**src/rtl/uart_tx_word_arbiter.sv**
```systemverilog
// Round-robin arbiter that serialises one 32-bit word per grant onto a shared byte UART TX, MSB first.
// Optional UART_TX_HDR_EN: prefixes each word with header byte {4'hA, grant index}.
module uart_tx_word_arbiter #(
  parameter int unsigned N       = 2,
  parameter int unsigned TIMEOUT = 32'd2000000
) (
  input  logic             i_clk,
  input  logic             i_rst,
  input  logic [N-1:0]     i_req,
  input  logic [32*N-1:0]  i_wdata,
  output logic [N-1:0]     o_ack,
  output logic             o_err,
  output logic [N-1:0]     o_grant,
  output logic             o_busy,
  output logic [7:0]       o_tx_data,
  output logic             o_tx_en,
  input  logic             i_tx_done
);

  localparam int unsigned IW = 4;
  localparam int unsigned CW = 3;
`ifdef UART_TX_HDR_EN
  localparam logic [CW-1:0] LAST_CNT = CW'(4);
`else
  localparam logic [CW-1:0] LAST_CNT = CW'(3);
`endif

  typedef enum logic [1:0] {
    ST_IDLE,
    ST_SEND,
    ST_WAIT,
    ST_DONE
  } state_t;

  state_t          r_state, w_state_nxt;
  logic [31:0]     r_shreg, w_shreg_nxt;
  logic [CW-1:0]   r_cnt, w_cnt_nxt;
  logic [31:0]     r_wdog, w_wdog_nxt;
  logic [IW-1:0]   r_idx, w_idx_nxt;
  logic [IW-1:0]   r_last, w_last_nxt;
  logic [N-1:0]    r_grant, w_grant_nxt;
  logic [N-1:0]    r_ack, w_ack_nxt;
  logic            r_err, w_err_nxt;
  logic            r_busy, w_busy_nxt;
  logic [7:0]      r_tx_data, w_tx_data_nxt;
  logic            r_tx_en, w_tx_en_nxt;

  logic            w_found;
  logic [IW-1:0]   w_pick;
  logic [31:0]     w_word;
  int unsigned     w_dist;
  int unsigned     w_best;

  // Round-robin pick: smallest distance past the last winner.
  always_comb begin : pick_p
    w_found = 1'b0;
    w_pick  = '0;
    w_best  = N;
    w_dist  = '0;
    w_word  = '0;
    for (int i = 0; i < int'(N); i++) begin
      w_dist = (32'(i) + N - 32'd1 - 32'(r_last)) % N;
      if (i_req[i] && (w_dist < w_best)) begin
        w_best  = w_dist;
        w_pick  = IW'(i);
        w_found = 1'b1;
      end
    end
    for (int i = 0; i < int'(N); i++) begin
      if (IW'(i) == w_pick) w_word = i_wdata[32*i +: 32];
    end
  end

  always_comb begin : next_p
    w_state_nxt   = r_state;
    w_shreg_nxt   = r_shreg;
    w_cnt_nxt     = r_cnt;
    w_wdog_nxt    = r_wdog;
    w_idx_nxt     = r_idx;
    w_last_nxt    = r_last;
    w_grant_nxt   = r_grant;
    w_ack_nxt     = '0;
    w_err_nxt     = 1'b0;
    w_tx_data_nxt = r_tx_data;
    w_tx_en_nxt   = 1'b0;

    case (r_state)
      ST_IDLE: begin
        if (w_found) begin
          w_state_nxt = ST_SEND;
          w_idx_nxt   = w_pick;
          w_grant_nxt = N'(1) << w_pick;
          w_shreg_nxt = w_word;
          w_cnt_nxt   = '0;
          w_tx_en_nxt = 1'b1;
`ifdef UART_TX_HDR_EN
          w_tx_data_nxt = {4'hA, w_pick};
`else
          w_tx_data_nxt = w_word[31:24];
`endif
        end
      end
      ST_SEND: begin
        w_state_nxt = ST_WAIT;
        w_wdog_nxt  = '0;
      end
      ST_WAIT: begin
        if (i_tx_done) begin
          if (r_cnt == LAST_CNT) begin
            w_state_nxt = ST_DONE;
            w_ack_nxt   = r_grant;
          end else begin
            w_state_nxt = ST_SEND;
            w_cnt_nxt   = r_cnt + CW'(1);
            w_tx_en_nxt = 1'b1;
`ifdef UART_TX_HDR_EN
            // Header just went out; first data byte is the unshifted MSB.
            if (r_cnt == '0) begin
              w_tx_data_nxt = r_shreg[31:24];
            end else begin
              w_shreg_nxt   = {r_shreg[23:0], 8'h00};
              w_tx_data_nxt = r_shreg[23:16];
            end
`else
            w_shreg_nxt   = {r_shreg[23:0], 8'h00};
            w_tx_data_nxt = r_shreg[23:16];
`endif
          end
        end else begin
          w_wdog_nxt = r_wdog + 32'd1;
          if ((TIMEOUT != 0) && (r_wdog == TIMEOUT - 32'd1)) begin
            w_state_nxt = ST_DONE;
            w_ack_nxt   = r_grant;
            w_err_nxt   = 1'b1;
          end
        end
      end
      ST_DONE: begin
        w_state_nxt = ST_IDLE;
        w_last_nxt  = r_idx;
        w_grant_nxt = '0;
      end
      default: w_state_nxt = ST_IDLE;
    endcase

    w_busy_nxt = (w_state_nxt != ST_IDLE);
  end

  always_ff @(posedge i_clk) begin : reg_p
    if (i_rst) begin
      r_state   <= ST_IDLE;
      r_shreg   <= '0;
      r_cnt     <= '0;
      r_wdog    <= '0;
      r_idx     <= '0;
      r_last    <= IW'(N - 1);
      r_grant   <= '0;
      r_ack     <= '0;
      r_err     <= 1'b0;
      r_busy    <= 1'b0;
      r_tx_data <= 8'h00;
      r_tx_en   <= 1'b0;
    end else begin
      r_state   <= w_state_nxt;
      r_shreg   <= w_shreg_nxt;
      r_cnt     <= w_cnt_nxt;
      r_wdog    <= w_wdog_nxt;
      r_idx     <= w_idx_nxt;
      r_last    <= w_last_nxt;
      r_grant   <= w_grant_nxt;
      r_ack     <= w_ack_nxt;
      r_err     <= w_err_nxt;
      r_busy    <= w_busy_nxt;
      r_tx_data <= w_tx_data_nxt;
      r_tx_en   <= w_tx_en_nxt;
    end
  end

  assign o_ack     = r_ack;
  assign o_err     = r_err;
  assign o_grant   = r_grant;
  assign o_busy    = r_busy;
  assign o_tx_data = r_tx_data;
  assign o_tx_en   = r_tx_en;

endmodule

```
**config.mk**
```make
export PLATFORM = sky130hd
export DESIGN_NAME = uart_tx_word_arbiter
export DESIGN_NICKNAME = d
export VERILOG_FILES = /design/src/rtl/uart_tx_word_arbiter.sv
export SDC_FILE = /design/constraint.sdc
export NUM_CORES = 1
export LEC_CHECK = 0
export BUFFER_PORTS_ARGS = -buffer_cell sky130_fd_sc_hd__buf_2
export CORE_AREA = 4 4 127 80
export CTS_CLUSTER_SIZE = 10
export DETAILED_ROUTE_END_ITERATION = 7
export DIE_AREA = 0 0 131 84
export PLACE_DENSITY = 0.72
export REMOVE_ABC_BUFFERS = 1
export SYNTH_ARGS = -nofsm -noshare
export SYNTH_HDL_FRONTEND = slang
export SYNTH_SLANG_ARGS = --single-unit
```
**constraint.sdc**
```tcl
create_clock -name i_clk -period 2 [get_ports i_clk]
set_clock_uncertainty 0.2 [all_clocks]
set_input_delay 0.1 -clock i_clk [delete_from_list [all_inputs] [get_ports i_clk]]
set_output_delay 0.1 -clock i_clk [all_outputs]
set_load 0.05 [all_outputs]
```
==> results of run 1 <==
## per-stage QoR
stage          setup TNS (ps)  power [µW]  hold slack (ps)
3_3_place_gp             -685        2490              239
4_1_cts                  -144        4190            0.791
5_1_grt                 -1260        4410             28.6
2_1_floorplan          -93510        2190            -30.9
6_report                 -502        4250             5.22
3_5_place_dp            -2220        2510              249
## registers in the layout (all words and copies together), names as in the netlist
register / cells
r_wdog: 32
o_tx_data: 8
r_cnt: 3
r_state: 2
r_last: 1
o_ack: 2
o_busy: 1
o_grant: 2
r_idx: 1
o_tx_en: 1
o_err: 1
r_shreg: 24
## cell families after synthesis
logic type	count (synthesis)
simple gates	184
fa+ha+maj	3
flops	78
mux	44
buf+inv	44
compound gates	112
xor+xnor	2
## how the worst max path moves through the flow
stage / from / end / slack, ps / cells after the start
after global routing: r_wdog[0] / r_wdog[17] / -130 / 6
after global placement: r_wdog[9] / r_state[0] / -120 / 5
final: r_wdog[8] / r_wdog[17] / -100 / 5
after detailed placement: r_wdog[9] / o_ack[1] / -220 / 5
after CTS: r_wdog[1] / r_wdog[24] / -40 / 6
after floorplan: r_last[0] / r_shreg[0] / -2530 / 4
## what timing repair did
item                       in CTS  in global routing
hold endpoints to repair       20                  0
hold buffers                   38                  0
buffers inserted                1                  7
cloned                          1                  2
gates resized for setup        38                 37
pin swaps                      13                 12
setup endpoints to repair      46                 47
## cells in the mapped netlist (3+ instances only)
master / n
sky130_fd_sc_hd__a211oi_1: 3
sky130_fd_sc_hd__mux2_2: 12
sky130_fd_sc_hd__nand2b_1: 6
sky130_fd_sc_hd__o31ai_1: 5
sky130_fd_sc_hd__or3_1: 13
sky130_fd_sc_hd__ha_1: 3
sky130_fd_sc_hd__o41ai_1: 3
sky130_fd_sc_hd__dfxtp_1: 78
sky130_fd_sc_hd__nor3_1: 10
sky130_fd_sc_hd__nand3_1: 19
sky130_fd_sc_hd__o311ai_0: 8
sky130_fd_sc_hd__a22o_1: 24
sky130_fd_sc_hd__o21a_1: 4
sky130_fd_sc_hd__nor2b_1: 3
sky130_fd_sc_hd__and4_1: 4
sky130_fd_sc_hd__nor2_1: 23
sky130_fd_sc_hd__nand2_1: 59
sky130_fd_sc_hd__nand4_1: 12
sky130_fd_sc_hd__clkbuf_1: 24
sky130_fd_sc_hd__mux2i_1: 32
sky130_fd_sc_hd__a21oi_1: 24
sky130_fd_sc_hd__inv_1: 8
sky130_fd_sc_hd__nor4_1: 11
sky130_fd_sc_hd__buf_2: 8
sky130_fd_sc_hd__o21ai_0: 26
sky130_fd_sc_hd__or4_1: 11
sky130_fd_sc_hd__o211ai_1: 3
## final cells by class
class                           count  area, µm²
Clock buffer                       10        239
Clock inverter                      5       50.0
Fill cell                         669       3010
Inverter                            8       30.0
Multi-Input combinational cell    345       2540
Sequential cell                    78       1580
Tap cell                          116        145
Timing Repair Buffer              192       1430
## cells in the final DEF, fill, tap and decap left out, drive strengths merged, types with 4 or more instances in the layout
cell type    netlist  routed
a21oi             24      24
a22o              24      24
and4               4       4
buf               12     154
clkbuf            24      11
clkinv             0       4
dfxtp             78      78
dlygate4sd3        0      37
inv                8       8
mux2              12      12
mux2i             32      32
nand2             59      59
nand2b             6       6
nand3             20      20
nand4             12      12
nor2              24      24
nor3              10      10
nor4              11      11
o21a               4       4
o21ai             27      27
o311ai             8       8
o31ai              5       5
or3               13      13
or4               12      12
## critical path, cell delays in order (launching register included)
cell	delay [ps]
sky130_fd_sc_hd__dfxtp_1	410
sky130_fd_sc_hd__nand4_1	170
sky130_fd_sc_hd__or4_4	530
sky130_fd_sc_hd__buf_12	180
sky130_fd_sc_hd__or4_4	410
sky130_fd_sc_hd__a21oi_2	120
## per-layer routing
metal / track usage / vias up / part of all wire
met5: 0 / - / 0
met4: 0.0878 / 0 / 0.038
met3: 0.0556 / 61 / 0.077
met2: 0.357 / 234 / 0.47
met1: 0.310 / 2144 / 0.42
li1: - / 2083 / -
## power breakdown
part | internal, µW | switching, µW | total, µW
Combinational | 388 | 511 | 899
Clock | 984 | 636 | 1620
Sequential | 1660 | 66.1 | 1730
==> impl_metrics.json, run 1 <==
{
  "run_status": "finished with violations",
  "failing_checks": "negative setup slack",
  "grt_start_max_net_pins": 45,
  "number_of_storage_elements_in_the_synthesis_netlist": 78,
  "asyncSetResetFlopFracSynth": 0,
  "report.final.setup_viol": 12,
  "yosysWarnings": 0,
  "worst-endpoint-required_ps": 2070,
  "yosys-top-cells-area": "sky130_fd_sc_hd__dfxtp_1 39%, sky130_fd_sc_hd__mux2i_1 8.0%, sky130_fd_sc_hd__nand2_1 5.5%",
  "ff2ff_setup_slack_ps": -100,
  "power.leakage_uw": 0.00241,
  "startpoint_type": "flip-flop",
  "dp.cells": 691,
  "insertion_delay_ps": 340,
  "groute.usage.overall": 0.231,
  "post-synth-top-area-fraction": 0.391,
  "place_worst_setup_slack_ps": -223,
  "muxShareOfSynthArea": 0.114,
  "largest_family_of_logic_cells_by_synthesized_area": "simple AND/OR/NAND/NOR gates",
  "ys_dominant_reg_cell": "sky130_fd_sc_hd__dfxtp_1",
  "routed_via_density": 6.00,
  "area_growth_syn_to_layout_pct": 50.4,
  "timing_max_transition_violations_final": 0,
  "count_of_h_tree_levels_built_during_cts": 3,
  "globalRoute.totalOverflow": 0,
  "core-area_um2": 9020,
  "cts_tree": "built",
  "min_period_ps": 2100,
  "start_util": 0.443,
  "detail_route.wirelength_um": 14000,
  "final.setup.worst_slack_ps": -101,
  "path_class": "flip-flop to flip-flop",
  "worst_r2r_startpoint": "r_wdog[8]",
  "synth_fa_ha_area_frac": 0.00940,
  "synth-simple-area-share": 0.243,
  "routed_wire_length_per_instance_um": 18.6,
  "synth.distinct_cells": 51,
  "yosys.area.top_type": "sky130_fd_sc_hd__dfxtp_1",
  "max_fanout_on_critical_path": 6,
  "first_global_vias": 4157,
  "worst_hold_path_type": "input port to flip-flop",
  "layout.cells.non_filler": 754,
  "finalNetCount": 706,
  "grt_first_pass_wirelength_um": 20400,
  "floorplan.die_area_um2": 11000,
  "numCtsBuffers": 9,
  "critical_path.reg2reg.endpoint": "r_wdog[17]",
  "drive_gt1_frac": 0.370,
  "first_pass_iters": 5,
  "num_io_pins": 84,
  "min_path_cells": 4,
  "irDropWorstVdd_mv": 0.434,
  "insertedDiodeCount": 0,
  "critPathCaptureType": "flip-flop",
  "r2r.worst_path.cells": 5,
  "synth_enable_flop_cells": 0,
  "sink_count_of_the_clock_tree": 78,
  "clk_root_buffer_cell": "sky130_fd_sc_hd__clkbuf_16",
  "register_area_share_after_synthesis": 0.391,
  "drv.max_cap_violation_count": 0,
  "place_congestion": 0.852,
  "hp-start": "i_wdata[28]",
  "placedInstanceArea_um2": 4930,
  "slew_headroom": 0.532,
  "synth_compound_area_frac": 0.191,
  "mapped_area_um2": 4000,
  "route.vias.total": 4522,
  "chipHeight_um": 84,
  "worstPathArrival_ps": 2170,
  "row_count": 27,
  "final_area_um2": 6010,
  "fmax_mhz": 476,
  "antenna_violating_nets_post_route": 0,
  "rsz_0062_raised_after_global_routing": "true",
  "powerDensity_nw_per_um2": 706,
  "worst_pin_slew_ps": 701,
  "syn-instance-count": 467,
  "cts_max_path_buffers": 2,
  "remaining_drc_errors": 0,
  "first_drt_iteration_drcs": 588,
  "post_synth_xor_area_fraction": 0.00438,
  "syn_area_per_cell_um2": 8.55,
  "post-dp-hpwl_um": 8550,
  "core_utilization_of_the_finished_layout": 0.666,
  "floorplan.die.width_um": 131,
  "hold_viol_final": 0,
  "min_to": "o_tx_data[4]",
  "antenna_violations_before_repair": 0,
  "layout_worst_path_cycle_share": 1.05,
  "worst_setup_hold_path_clk_slew_ps": 60,
  "numPortBuffers": 83
}
Power figures use the tool's default switching activity.
==> inputs of run 2 (changes only) <==
--- a/config.mk
+++ b/config.mk
@@ -11,7 +11,6 @@
 export DETAILED_ROUTE_END_ITERATION = 7
 export DIE_AREA = 0 0 131 84
 export PLACE_DENSITY = 0.72
-export REMOVE_ABC_BUFFERS = 1
 export SYNTH_ARGS = -nofsm -noshare
 export SYNTH_HDL_FRONTEND = slang
 export SYNTH_SLANG_ARGS = --single-unit
==> run 2 against run 1 <==
  * The flow finishes with violations (negative hold slack, negative setup slack)
  * Utilization increased by 1.2 points
  * Worst hold slack lost 13 ps
  * Die area is the same
  * Flip-flop and latch count unchanged
  * Non-clock buffer count fell by 6
  * Count of clock-buffer cells in the layout shrank 1
  * First-iteration DRC count decreased by 11%
  * Routed wire length grew 2.6%
  * Global-route usage grew 1.9 points
  * Total power up 3.0%
  * Critical path type unchanged
==> impl_metrics.json, run 2 (synthesized netlist as in run 1, its figures left out) <==
{
  "route.vias.total": 4532,
  "worstPathArrival_ps": 2140,
  "placedInstanceArea_um2": 4990,
  "rsz_0062_raised_after_global_routing": "true",
  "critPathCaptureType": "flip-flop",
  "min_period_ps": 2140,
  "first_pass_iters": 5,
  "worst_pin_slew_ps": 560,
  "worst_case_hold_slack_ps": -8.26,
  "numCtsBuffers": 9,
  "insertion_delay_ps": 340,
  "worst_setup_hold_path_clk_slew_ps": 60,
  "layout.cells.most_common_list": "83 x sky130_fd_sc_hd__buf_2, 62 x sky130_fd_sc_hd__dfxtp_1, 58 x sky130_fd_sc_hd__buf_4",
  "core-area_um2": 9020,
  "path_class": "flip-flop to flip-flop",
  "multi_input_comb_area_um2": 2650,
  "timing_max_transition_violations_final": 0,
  "floorplan.die_area_um2": 11000,
  "core_utilization_of_the_finished_layout": 0.678,
  "start_util": 0.443,
  "layout.filler_cells": 632,
  "detail_route.wirelength_um": 14400,
  "crit_buf_inv": 1,
  "floorplan.die.width_um": 131,
  "post-dp-hpwl_um": 8510,
  "row_count": 27,
  "area_growth_syn_to_layout_pct": 53.0,
  "irDropWorstVdd_mv": 0.463,
  "report.final.setup_viol": 16,
  "largest_register_ff_count": 32,
  "startpoint_type": "flip-flop",
  "layout_worst_path_cycle_share": 1.07,
  "fmax_mhz": 466,
  "antenna_violations_before_repair": 0,
  "drv.max_cap_violation_count": 0,
  "num_io_pins": 84,
  "crit_start": "r_wdog[0]",
  "ff2ff_setup_slack_ps": -140,
  "timing.critical_path.max_delay_family": "compound AO/OA/AOI/OAI gates",
  "clk_root_buffer_cell": "sky130_fd_sc_hd__clkbuf_16",
  "final.setup.worst_slack_ps": -144,
  "numPortBuffers": 83,
  "first_global_vias": 4330,
  "place_congestion": 0.854,
  "finalNetCount": 701,
  "grt_first_pass_wirelength_um": 21800,
  "r2r.worst_path.cells": 6,
  "routed_wire_length_per_instance_um": 19.2,
  "worst_hold_path_type": "input port to flip-flop",
  "globalRoute.totalOverflow": 0,
  "power.leakage_uw": 0.00246,
  "count_of_h_tree_levels_built_during_cts": 3,
  "routed_via_density": 6.04,
  "run_status": "finished with violations",
  "regArea_um2": 1590,
  "worst_r2r_startpoint": "r_wdog[0]",
  "worstPathCellList": "ha_4 > nand2_2 > or3_4 > buf_4 > o311ai_0 > o31ai_1",
  "failing_checks": "negative hold slack, negative setup slack",
  "worst-endpoint-required_ps": 1990,
  "top_register": "r_wdog",
  "worst_path_largest_cell_delay_ps": 460,
  "max_fanout_on_critical_path": 6,
  "sink_count_of_the_clock_tree": 78,
  "groute.usage.overall": 0.250,
  "layout.cells.most_common": "sky130_fd_sc_hd__buf_2",
  "worst_path_max_delay_cell": "sky130_fd_sc_hd__o311ai_0",
  "first_drt_iteration_drcs": 526,
  "chipHeight_um": 84,
  "powerDensity_nw_per_um2": 715,
  "critical_path.reg2reg.endpoint": "r_wdog[16]",
  "antenna_violating_nets_post_route": 0,
  "hold_viol_final": 1,
  "remaining_drc_errors": 0,
  "slew_headroom": 0.627,
  "insertedDiodeCount": 0,
  "final_area_um2": 6110,
  "cts_tree": "built",
  "critical_path_depth": 6,
  "drive_gt1_frac": 0.402,
  "synth_fp_nets": 539,
  "worst_setup_path_endpoint": "r_wdog[16]",
  "grt_start_max_net_pins": 52,
  "cts_max_path_buffers": 2
}
-- run 2: worst reg2reg max path, cell delays in order, from the launching register on --
cell	delay, ps
sky130_fd_sc_hd__dfxtp_4	370
sky130_fd_sc_hd__ha_4	150
sky130_fd_sc_hd__nand2_2	60
sky130_fd_sc_hd__or3_4	400
sky130_fd_sc_hd__buf_4	190
sky130_fd_sc_hd__o311ai_0	460
sky130_fd_sc_hd__o31ai_1	170
-- run 2: stage by stage --
step                std cells  hold slack (ps)  worst slack (ps)  TNS [ps]  power [µW]
floorplan                 467             76.4             -24.5     -49.0        2240
finish                    750            -8.26              -144      -654        4370
global placement          691              241             -84.1      -251        2490
global route              750             19.0              -210     -1550        4520
CTS                       744            0.719             -86.0      -266        4330
detailed placement        691              247              -126     -1190        2520
-- run 2: worst min-delay path by stage --
| stage | from | endpoint | slack [ps] | depth (start not counted) |
|---|---|---|---|---|
| after global placement | r_shreg[7] | r_shreg[7] | 240 | 2 |
| after global routing | i_wdata[36] | r_shreg[4] | 20 | 4 |
| after CTS | i_wdata[32] | r_shreg[0] | 0.7 | 4 |
| final | i_wdata[13] | r_shreg[13] | -8 | 4 |
| after floorplan | i_rst | r_wdog[19] | 80 | 2 |
| after detailed placement | r_idx[0] | r_idx[0] | 250 | 2 |
-- run 2: cell type report --
type                       count  area share
clock buffer                   9      0.0368
tap                          116      0.0237
sequential                    78       0.260
clock inverter                 7      0.0162
multi-input combinational    346       0.433
inverter                       8     0.00491
timing repair buffer         186       0.225
-- run 2: report_power, final --
part           leakage, µW  total (µW)  switching [µW]  internal [µW]
Combinational      0.00166         880             506            375
Clock             0.000156        1770             675           1100
Sequential        0.000645        1720            65.8           1650
Total              0.00246        4370            1250           3130
-- run 2: routing by layer --
layer	vias up	global-route usage	routed length, µm
met4	0	0.0710	426
met2	259	0.393	6610
li1	2077	-	-
met3	52	0.0742	1310
met5	-	0	0
met1	2144	0.332	6040
-- run 2: repair_timing --
item / in CTS / in global routing
setup buffers: 5 / 4
hold buffers: 30 / 0
setup endpoints to repair: 45 / 60
hold endpoints to repair: 22 / 0
resized for setup: 34 / 62
pin swaps: 6 / 21
cloned: 2 / 3
==> inputs of run 3 (changes only) <==
--- a/config.mk
+++ b/config.mk
@@ -6,11 +6,12 @@
 export NUM_CORES = 1
 export LEC_CHECK = 0
 export BUFFER_PORTS_ARGS = -buffer_cell sky130_fd_sc_hd__buf_2
-export CORE_AREA = 4 4 127 80
+export CORE_AREA = 4 4 150 94
 export CTS_CLUSTER_SIZE = 10
 export DETAILED_ROUTE_END_ITERATION = 7
-export DIE_AREA = 0 0 131 84
-export PLACE_DENSITY = 0.72
+export DIE_AREA = 0 0 154 98
+export PLACE_DENSITY = 0.55
+export SKIP_CTS_REPAIR_TIMING = 1
 export SYNTH_ARGS = -nofsm -noshare
 export SYNTH_HDL_FRONTEND = slang
 export SYNTH_SLANG_ARGS = --single-unit
==> run 3 against run 2 <==
  * Combinational power down 2.3%
  * Design area down 4.5%
  * Flip-flop and latch count unchanged
  * The run still ends with negative hold slack, negative setup slack left
  * Sequential power about the same
  * Worst hold slack worse by 40 ps
  * First-iteration DRC count down 40%
  * Die area up 37%
  * Clock power down 2%
  * Setup slack better by 110 ps
  * Total power down 1.6%
==> impl_metrics.json, run 3 (synthesized netlist as in run 1, its figures left out) <==
{
  "worst_path_max_delay_cell": "sky130_fd_sc_hd__or4_4",
  "first_pass_iters": 5,
  "final.setup.worst_slack_ps": -29.2,
  "groute.usage.overall": 0.153,
  "antenna_violations_before_repair": 0,
  "antenna_violating_nets_post_route": 0,
  "layout_worst_path_cycle_share": 1.01,
  "post-dp-hpwl_um": 8760,
  "numCtsBuffers": 9,
  "largest_register_ff_count": 32,
  "critPathCaptureType": "flip-flop",
  "slew_headroom": 0.658,
  "row_count": 32,
  "cts_tree": "built",
  "report.final.setup_viol": 5,
  "worst_hold_path_type": "input port to flip-flop",
  "irDropWorstVdd_mv": 0.371,
  "start_util": 0.315,
  "worst_case_hold_slack_ps": -48.4,
  "worst_pin_slew_ps": 513,
  "area_growth_syn_to_layout_pct": 46.2,
  "floorplan.die.width_um": 154,
  "run_status": "finished with violations",
  "powerDensity_nw_per_um2": 737,
  "first_drt_iteration_drcs": 317,
  "detail_route.wirelength_um": 12700,
  "core_utilization_of_the_finished_layout": 0.460,
  "insertedDiodeCount": 0,
  "worst_setup_hold_path_clk_slew_ps": 70,
  "synth_fp_nets": 539,
  "count_of_h_tree_levels_built_during_cts": 3,
  "remaining_drc_errors": 0,
  "min_period_ps": 2030,
  "critical-path-top-cell-by-count": "sky130_fd_sc_hd__or4_4",
  "failing_checks": "negative hold slack, negative setup slack",
  "path_class": "flip-flop to flip-flop",
  "rsz_0062_raised_after_global_routing": "true",
  "cts_max_path_buffers": 2,
  "numPortBuffers": 83,
  "floorplan.die_area_um2": 15100,
  "drv.max_cap_violation_count": 0,
  "worst_path_largest_cell_delay_ps": 550,
  "num_io_pins": 84,
  "layout.cells.most_common": "sky130_fd_sc_hd__buf_2",
  "place_congestion": 0.903,
  "dp.cells": 744,
  "fin_setup_tns_ps": -106,
  "layout.cells.most_common_list": "84 x sky130_fd_sc_hd__buf_2, 66 x sky130_fd_sc_hd__dfxtp_1, 57 x sky130_fd_sc_hd__nand2_1",
  "worstPathArrival_ps": 2110,
  "power.leakage_uw": 0.00229,
  "worstPathCellList": "nand4_1 > or4_4 > or4_4 > o21ai_2",
  "first_global_vias": 3649,
  "grt_start_max_net_pins": 39,
  "hold_viol_final": 14,
  "grt_first_pass_wirelength_um": 18900,
  "core-area_um2": 12700,
  "timing_max_transition_violations_final": 0,
  "max_fanout_on_critical_path": 5,
  "worst-endpoint-required_ps": 2080,
  "drive_gt1_frac": 0.405,
  "finalNetCount": 670,
  "insertion_delay_ps": 340,
  "layout.cells.non_filler": 773,
  "fmax_mhz": 493,
  "routed_wire_length_per_instance_um": 16.5,
  "clk_root_buffer_cell": "sky130_fd_sc_hd__clkbuf_16",
  "route.vias.total": 4085,
  "routed_via_density": 5.28,
  "top_register": "r_wdog",
  "globalRoute.totalOverflow": 0,
  "chipHeight_um": 98,
  "sink_count_of_the_clock_tree": 78,
  "startpoint_type": "flip-flop"
}
==> run 3: changes by cell type in the layout (fill, tap and decap cells not counted), moves of 3 or more <==
cell	delta
sky130_fd_sc_hd__buf_4	-7
sky130_fd_sc_hd__inv_8	+3
sky130_fd_sc_hd__dfxtp_1	+4
sky130_fd_sc_hd__dlygate4sd3_1	-25
==> run 3: area by class of cell <==
type                            instances  area, µm²
Fill cell                            1228       6850
Multi-Input combinational cell        347       2620
Sequential cell                        78       1580
Timing Repair Buffer                  154       1080
Clock buffer                            9        225
Tap cell                              170        213
Clock inverter                          7       88.8
Inverter                                8       30.0
==> run 3: final timing paths <==
path,cells after the start,slack [ps],startpoint,endpoint
setup / recovery,4,-30,r_wdog[5],r_wdog[19]
hold / removal,4,-50,i_wdata[29],o_tx_data[5]
setup reg to reg,4,-30,r_wdog[5],r_wdog[19]
hold reg to reg,2,250,r_shreg[3],r_shreg[3]
==> run 3: worst max-delay path, delay by kind of cell (launching register included) <==
family	cells	cell delay, ps
AOI/OAI and AO/OA	1	110
DFF	1	380
and+or+nand+nor	3	1280
==> run 3: layer usage <==
| layer | vias up | GRT usage | wire [µm] |
|---|---|---|---|
| met3 | 8 | 0.0407 | 765 |
| met5 | - | 0 | 0 |
| met2 | 109 | 0.195 | 5190 |
| li1 | 2014 | - | - |
| met4 | 0 | 0.0312 | 86 |
| met1 | 1954 | 0.248 | 6680 |
==> run 3: power breakdown <==
group	total (µW)	internal [µW]	switching [µW]
clock	1730	999	728
combinational	860	363	496
sequential	1720	1660	61.2
total	4300	3020	1290
==> run 3: metrics by stage <==
stage / power (µW) / setup slack [ps] / area, µm²
global route: 4480 / -68.7 / 5840
CTS: 4260 / -160 / 5360
detailed placement: 2540 / -116 / 5050
global placement: 2530 / -124 / 5050
finish: 4300 / -29.2 / 5840
floorplan: 2240 / -24.5 / 4080
